**src/rtl/maxpool_relu_l2.sv**
```systemverilog
// maxpool_relu_l2
//   Post-processing stage that follows the 3x3 conv layer-2 block.
//   It takes a raster-ordered FxF feature map with OCH channels carried in
//   parallel on every beat. It applies 2x2/stride-2 signed max-pooling and
//   then ReLU, and emits an (F/2)x(F/2)xOCH raster stream.
//
// Parameters
//   F   : input feature-map width = height (even)
//   B   : bits per channel sample, signed two's complement
//   OCH : channels per beat
//
// Ports
//   i_clk            : clock, rising edge
//   i_rst            : asynchronous active-low reset
//   i_clear          : synchronous frame realign. Zeroes the counters and
//                      outputs; o_err is kept.
//   i_convloed_data  : OCH*B input beat, channel k at [k*B +: B]
//   i_convloed_valid : per-channel valid. A beat is accepted only when all
//                      bits are set.
//   o_pool_data      : pooled + ReLU sample, channel k at [k*B +: B]
//   o_pool_valid     : single-cycle pulse, o_pool_data is new
//   o_pool_last      : with o_pool_valid on the final output of a frame
//   o_err            : sticky, a partial-valid beat was seen
module maxpool_relu_l2 #(
  parameter int unsigned F   = 14,
  parameter int unsigned B   = 8,
  parameter int unsigned OCH = 32
) (
  input  logic             i_clk,
  input  logic             i_rst,
  input  logic             i_clear,
  input  logic [OCH*B-1:0] i_convloed_data,
  input  logic [OCH-1:0]   i_convloed_valid,
  output logic [OCH*B-1:0] o_pool_data,
  output logic             o_pool_valid,
  output logic             o_pool_last,
  output logic             o_err
);

  localparam int unsigned CW = $clog2(F);

  logic [CW-1:0]    col;
  logic [CW-1:0]    row;
  logic [OCH*B-1:0] hold;
  logic [OCH*B-1:0] linebuf [F/2];
  logic [OCH*B-1:0] h;
  logic [OCH*B-1:0] pooled;
  logic             accept;
  logic             partial;
  logic [CW-2:0]    lb_idx;

  assign accept  = (&i_convloed_valid) && !i_clear;
  assign partial = (|i_convloed_valid) && !(&i_convloed_valid);
  // For even F, col>>1 spans exactly the F/2 line-buffer entries.
  assign lb_idx  = col[CW-1:1];

  function automatic logic [B-1:0] smax(input logic signed [B-1:0] a,
                                        input logic signed [B-1:0] b);
    return (a > b) ? a : b;
  endfunction

  function automatic logic [B-1:0] relu(input logic [B-1:0] x);
    return x[B-1] ? '0 : x;
  endfunction

  // Horizontal max of the current pair, then vertical max against the row
  // above and ReLU. The result is used only on odd columns.
  always_comb begin
    h      = '0;
    pooled = '0;
    for (int unsigned k = 0; k < OCH; k++) begin
      h[k*B +: B]      = smax(hold[k*B +: B], i_convloed_data[k*B +: B]);
      pooled[k*B +: B] = relu(smax(linebuf[lb_idx][k*B +: B], h[k*B +: B]));
    end
  end

  // Data storage is not reset. Each entry is written before it is read
  // within a frame.
  always_ff @(posedge i_clk) begin
    if (accept) begin
      if (!col[0]) begin
        hold <= i_convloed_data;
      end else if (!row[0]) begin
        linebuf[lb_idx] <= h;
      end
    end
  end

  always_ff @(posedge i_clk or negedge i_rst) begin
    if (!i_rst) begin
      col          <= '0;
      row          <= '0;
      o_pool_data  <= '0;
      o_pool_valid <= 1'b0;
      o_pool_last  <= 1'b0;
      o_err        <= 1'b0;
    end else begin
      o_pool_valid <= 1'b0;
      o_pool_last  <= 1'b0;
      if (partial) begin
        o_err <= 1'b1;
      end
      if (i_clear) begin
        col         <= '0;
        row         <= '0;
        o_pool_data <= '0;
      end else if (accept) begin
        if (col == CW'(F-1)) begin
          col <= '0;
          row <= (row == CW'(F-1)) ? '0 : row + CW'(1);
        end else begin
          col <= col + CW'(1);
        end
        if (row[0] && col[0]) begin
          o_pool_data  <= pooled;
          o_pool_valid <= 1'b1;
          o_pool_last  <= (row == CW'(F-1)) && (col == CW'(F-1));
        end
      end
    end
  end

endmodule

```
**config.mk**
```make
export PLATFORM = sky130hd
export DESIGN_NAME = maxpool_relu_l2
export DESIGN_NICKNAME = d
export VERILOG_FILES = /design/src/rtl/maxpool_relu_l2.sv
export SDC_FILE = /design/constraint.sdc
export NUM_CORES = 2
export LEC_CHECK = 0
export CAP_MARGIN = 25
export CELL_PAD_IN_SITES_DETAIL_PLACEMENT = 1
export CELL_PAD_IN_SITES_GLOBAL_PLACEMENT = 1
export CORE_ASPECT_RATIO = 1.2
export CORE_MARGIN = 2
export CORE_UTILIZATION = 46
export CTS_CLUSTER_SIZE = 16
export DETAILED_ROUTE_END_ITERATION = 6
export PLACE_DENSITY = 0.74
export SETUP_SLACK_MARGIN = 0.1
export SLEW_MARGIN = 20
export SYNTH_ARGS = -nofsm -noshare
export SYNTH_HDL_FRONTEND = slang
export SYNTH_SLANG_ARGS = --single-unit
export TNS_END_PERCENT = 20
```
**constraint.sdc**
```tcl
create_clock -name i_clk -period 23.4 [get_ports i_clk]
set_input_delay 3.51 -clock i_clk [delete_from_list [all_inputs] [get_ports i_clk]]
set_output_delay 3.51 -clock i_clk [all_outputs]
set_load 0.01 [all_outputs]
```
==> reports/metrics.cfg <==
[timing]
finalSetupViolCount = 0
slew_viol_final = 0
skew_ns = 0.03087
slew-limit-headroom_pct = 26.35
tightest_slew_ns = 1.105
finalHoldViolCount = 0
timing.fmax_ghz = 0.1200
timing.final.crit_share_pct = 35.61
tns_ns = 0
rsz0062_at_grt = no
fin_crit_ns = 8.333

[pwr]
powerDensity_mw_per_mm2 = 72.92
swShare_pct = 21.81
vdd_ir_drop_max_v = 0.00006600
combPwrFrac_pct = 4.9
pwr-share-clk_pct = 43.6
switchingPower_mw = 1.888
seqPwrFrac_pct = 51.5
p_int_mw = 6.766
p_leak_nw = 42.76

[status]
status = complete, no violations

[global_route]
track_usage_pct = 28.37
grt_pass1_wl_um = 478900
gr-total-overflow = 0
grt_max_degree = 132
grt_antenna_before_repair = 16
grt_pass1_vias = 74040

[route]
drtIter0Drc = 6128
post_drt_wl_per_cell_um = 28.72
post_drt_via_cell_ratio = 6.127
drt_wl_total_um = 325200
ant_nets = 0
vias = 69390
drt-pass1-iter-count = 7
route.detailed.drc = 0

[logic_synthesis]
ys_async_sr_fraction_pct = 10.29
synth_cell_types = 112
yosysWarnings = 0
synth.top_cells.by_count = edfxtp_1 (2,048), inv_1 (533), nand2_1 (471), nor2_1 (471), ha_1 (420)
syn-cell-area_mm2 = 0.1023
ys_ff_latch = 2283
avgSynthCellArea_um2 = 13.48
synthFlopType = edfxtp_1
synth_top_area_share_pct = 60.14
synth_area_leaders = edfxtp_1 (60%), dfrtp_1 (5.8%), ha_1 (5.1%), mux2i_1 (3.0%), o22ai_1 (2.1%)
yosysMostFrequentCell = edfxtp_1
synth_edf_count = 2048
synth_top_cell_by_area = edfxtp_1
synth_cells = 7586
ys_seq_area_share_pct = 65.89

[place]
dpl_cell_area_mm2 = 0.1109
routabilityCongestion = 0.8453
place_hpwl_um = 206800
port_buffers = 517

[floorplanning]
row_count = 189
io_pins = 550
coreArea_mm2 = 0.2211
die_h_um = 520.5
initial_core_util_pct = 46.25
die_area_mm2 = 0.2261
die_w_um = 434.4

[clock_tree]
cts_max_level = 4
cts.clk_slew.worst_paths_ns = 0.06
cts_hold_buffers = 0
cts-root-buf = clkbuf_16
cts_setup_buffers = 0
cts.path.max_buffers = 3
clkSinkCount = 2283
cts_tree = yes
cts_resized = 0
worstSkewPairLatency_ns = 0.90
numCtsBuffers = 224

[finish]
fin_util_pct = 53.67
syn_to_final_growth_pct = 16.05
layout-drive-gt1-share_pct = 9.335
post-route-cell-area_mm2 = 0.1187
fillers = 21650
finalNetCount = 8877

[worst_setup_path]
cp_slowest_cell = buf_4
cp-end-kind = register
cp_slowest_stage_delay_ns = 0.86
crit_top_cell = buf_4
cp_cell_sequence = clkdlybuf4s50_1 -> nand4_1 -> nor4_1 -> nand4_1 -> or3_1 -> nor2_4 -> buf_4 -> buf_4 -> buf_4
critPathLaunchType = input port
crit_buf_inv = 4
cp_data_arrival_time_ns = 8.83
cp.required_ns = 23.89
cp_max_fo = 53
path_class = input port to register
path_delay_family = buffers and inverters

[min_path]
hp-class = register to register

[job]
drv_cap = 0

-- worst paths after layout --
path,cells after the start,startpoint,slack (ns),to
setup / recovery,9,i_convloed_valid[8],15.07,linebuf[0][29]
min in group asynchronous,1,i_rst,2.62,o_pool_data[242]
hold / removal,1,o_err,0.48,o_err
hold reg to reg,1,o_err,0.48,o_err
max in group asynchronous,3,i_rst,18.63,o_pool_data[70]
setup reg to reg,16,col[2],16.59,o_pool_data[193]
-- cells by family after synthesis --
family,Yosys count,synth area share [%]
DFF,2283,65.89
AOI/OAI and AO/OA,1832,12.12
and+or+nand+nor,1613,7.451
buffers and inverters,873,3.589
muxes,473,5.004
adders and majority gates,443,5.366
xor gates and xnor gates,68,0.5824
other,1,0.003667
-- registers in the layout, summed over array words and instances, names as in the netlist --
name / count
o_pool_valid: 1
o_err: 1
o_pool_last: 1
col: 4
o_pool_data: 224
hold: 256
linebuf: 1792
row: 4
-- stage by stage --
stage	worst slack (ns)	cells	hold WS [ns]	power (mW)
after global routing	14.88	11320	0.5114	8.865
final	15.07	11330	0.4792	8.653
after CTS	15.12	11310	0.4904	8.690
after floorplan	0.2929	7617	0.4691	4.782
after global placement	14.32	10890	0.4640	4.936
after detailed placement	14.23	10890	0.4720	4.960
-- routing by layer --
layer	part of all wire [%]	track usage, %	wire [um]
met1	40	35.80	128500
met2	51	49.26	164300
met3	6.0	3.577	19520
met5	0	0	0
met4	4.0	11.56	12920
-- layout by cell type, fill, tap and decap left out, types with 39 or more instances in the layout --
master	count
a21oi_1	306
a211oi_1	39
o211ai_1	110
a22oi_1	161
clkdlybuf4s50_1	516
dfrtp_1	232
inv_1	532
nand3_1	139
a21o_1	62
or3_1	41
mux2_2	154
o21ai_0	298
o21a_1	45
clkinv_2	41
xnor2_1	53
o22ai_1	345
nand2_1	467
nor2_1	454
nor3_1	115
buf_4	124
clkbuf_16	228
nor2b_1	52
edfxtp_1	2048
ha_1	420
o221ai_1	49
a22o_1	44
a221oi_1	39
mux2i_1	302
nand4_1	91
-- power groups by stage --
stage | registers [mW] | clock network [mW] | logic [mW]
floorplan | 4.54 | 0 | 0.237
global placement | 4.55 | 0 | 0.390
detailed placement | 4.55 | 0 | 0.414
CTS | 4.46 | 3.81 | 0.418
global route | 4.46 | 3.94 | 0.464
finish | 4.46 | 3.77 | 0.421
-- cell type report --
class | instances | area [um^2] | area share (%)
diodes | 10 | 25.02 | 0.02109
clock inverters | 145 | 1655 | 1.395
multi-input cells | 4461 | 31560 | 26.59
clock buffers | 271 | 5957 | 5.020
inverters | 536 | 2019 | 1.702
repair buffers | 660 | 6369 | 5.366
flip-flops and latches | 2283 | 67390 | 56.79
well taps | 2960 | 3704 | 3.121
(Power assumes the default switching activity.)
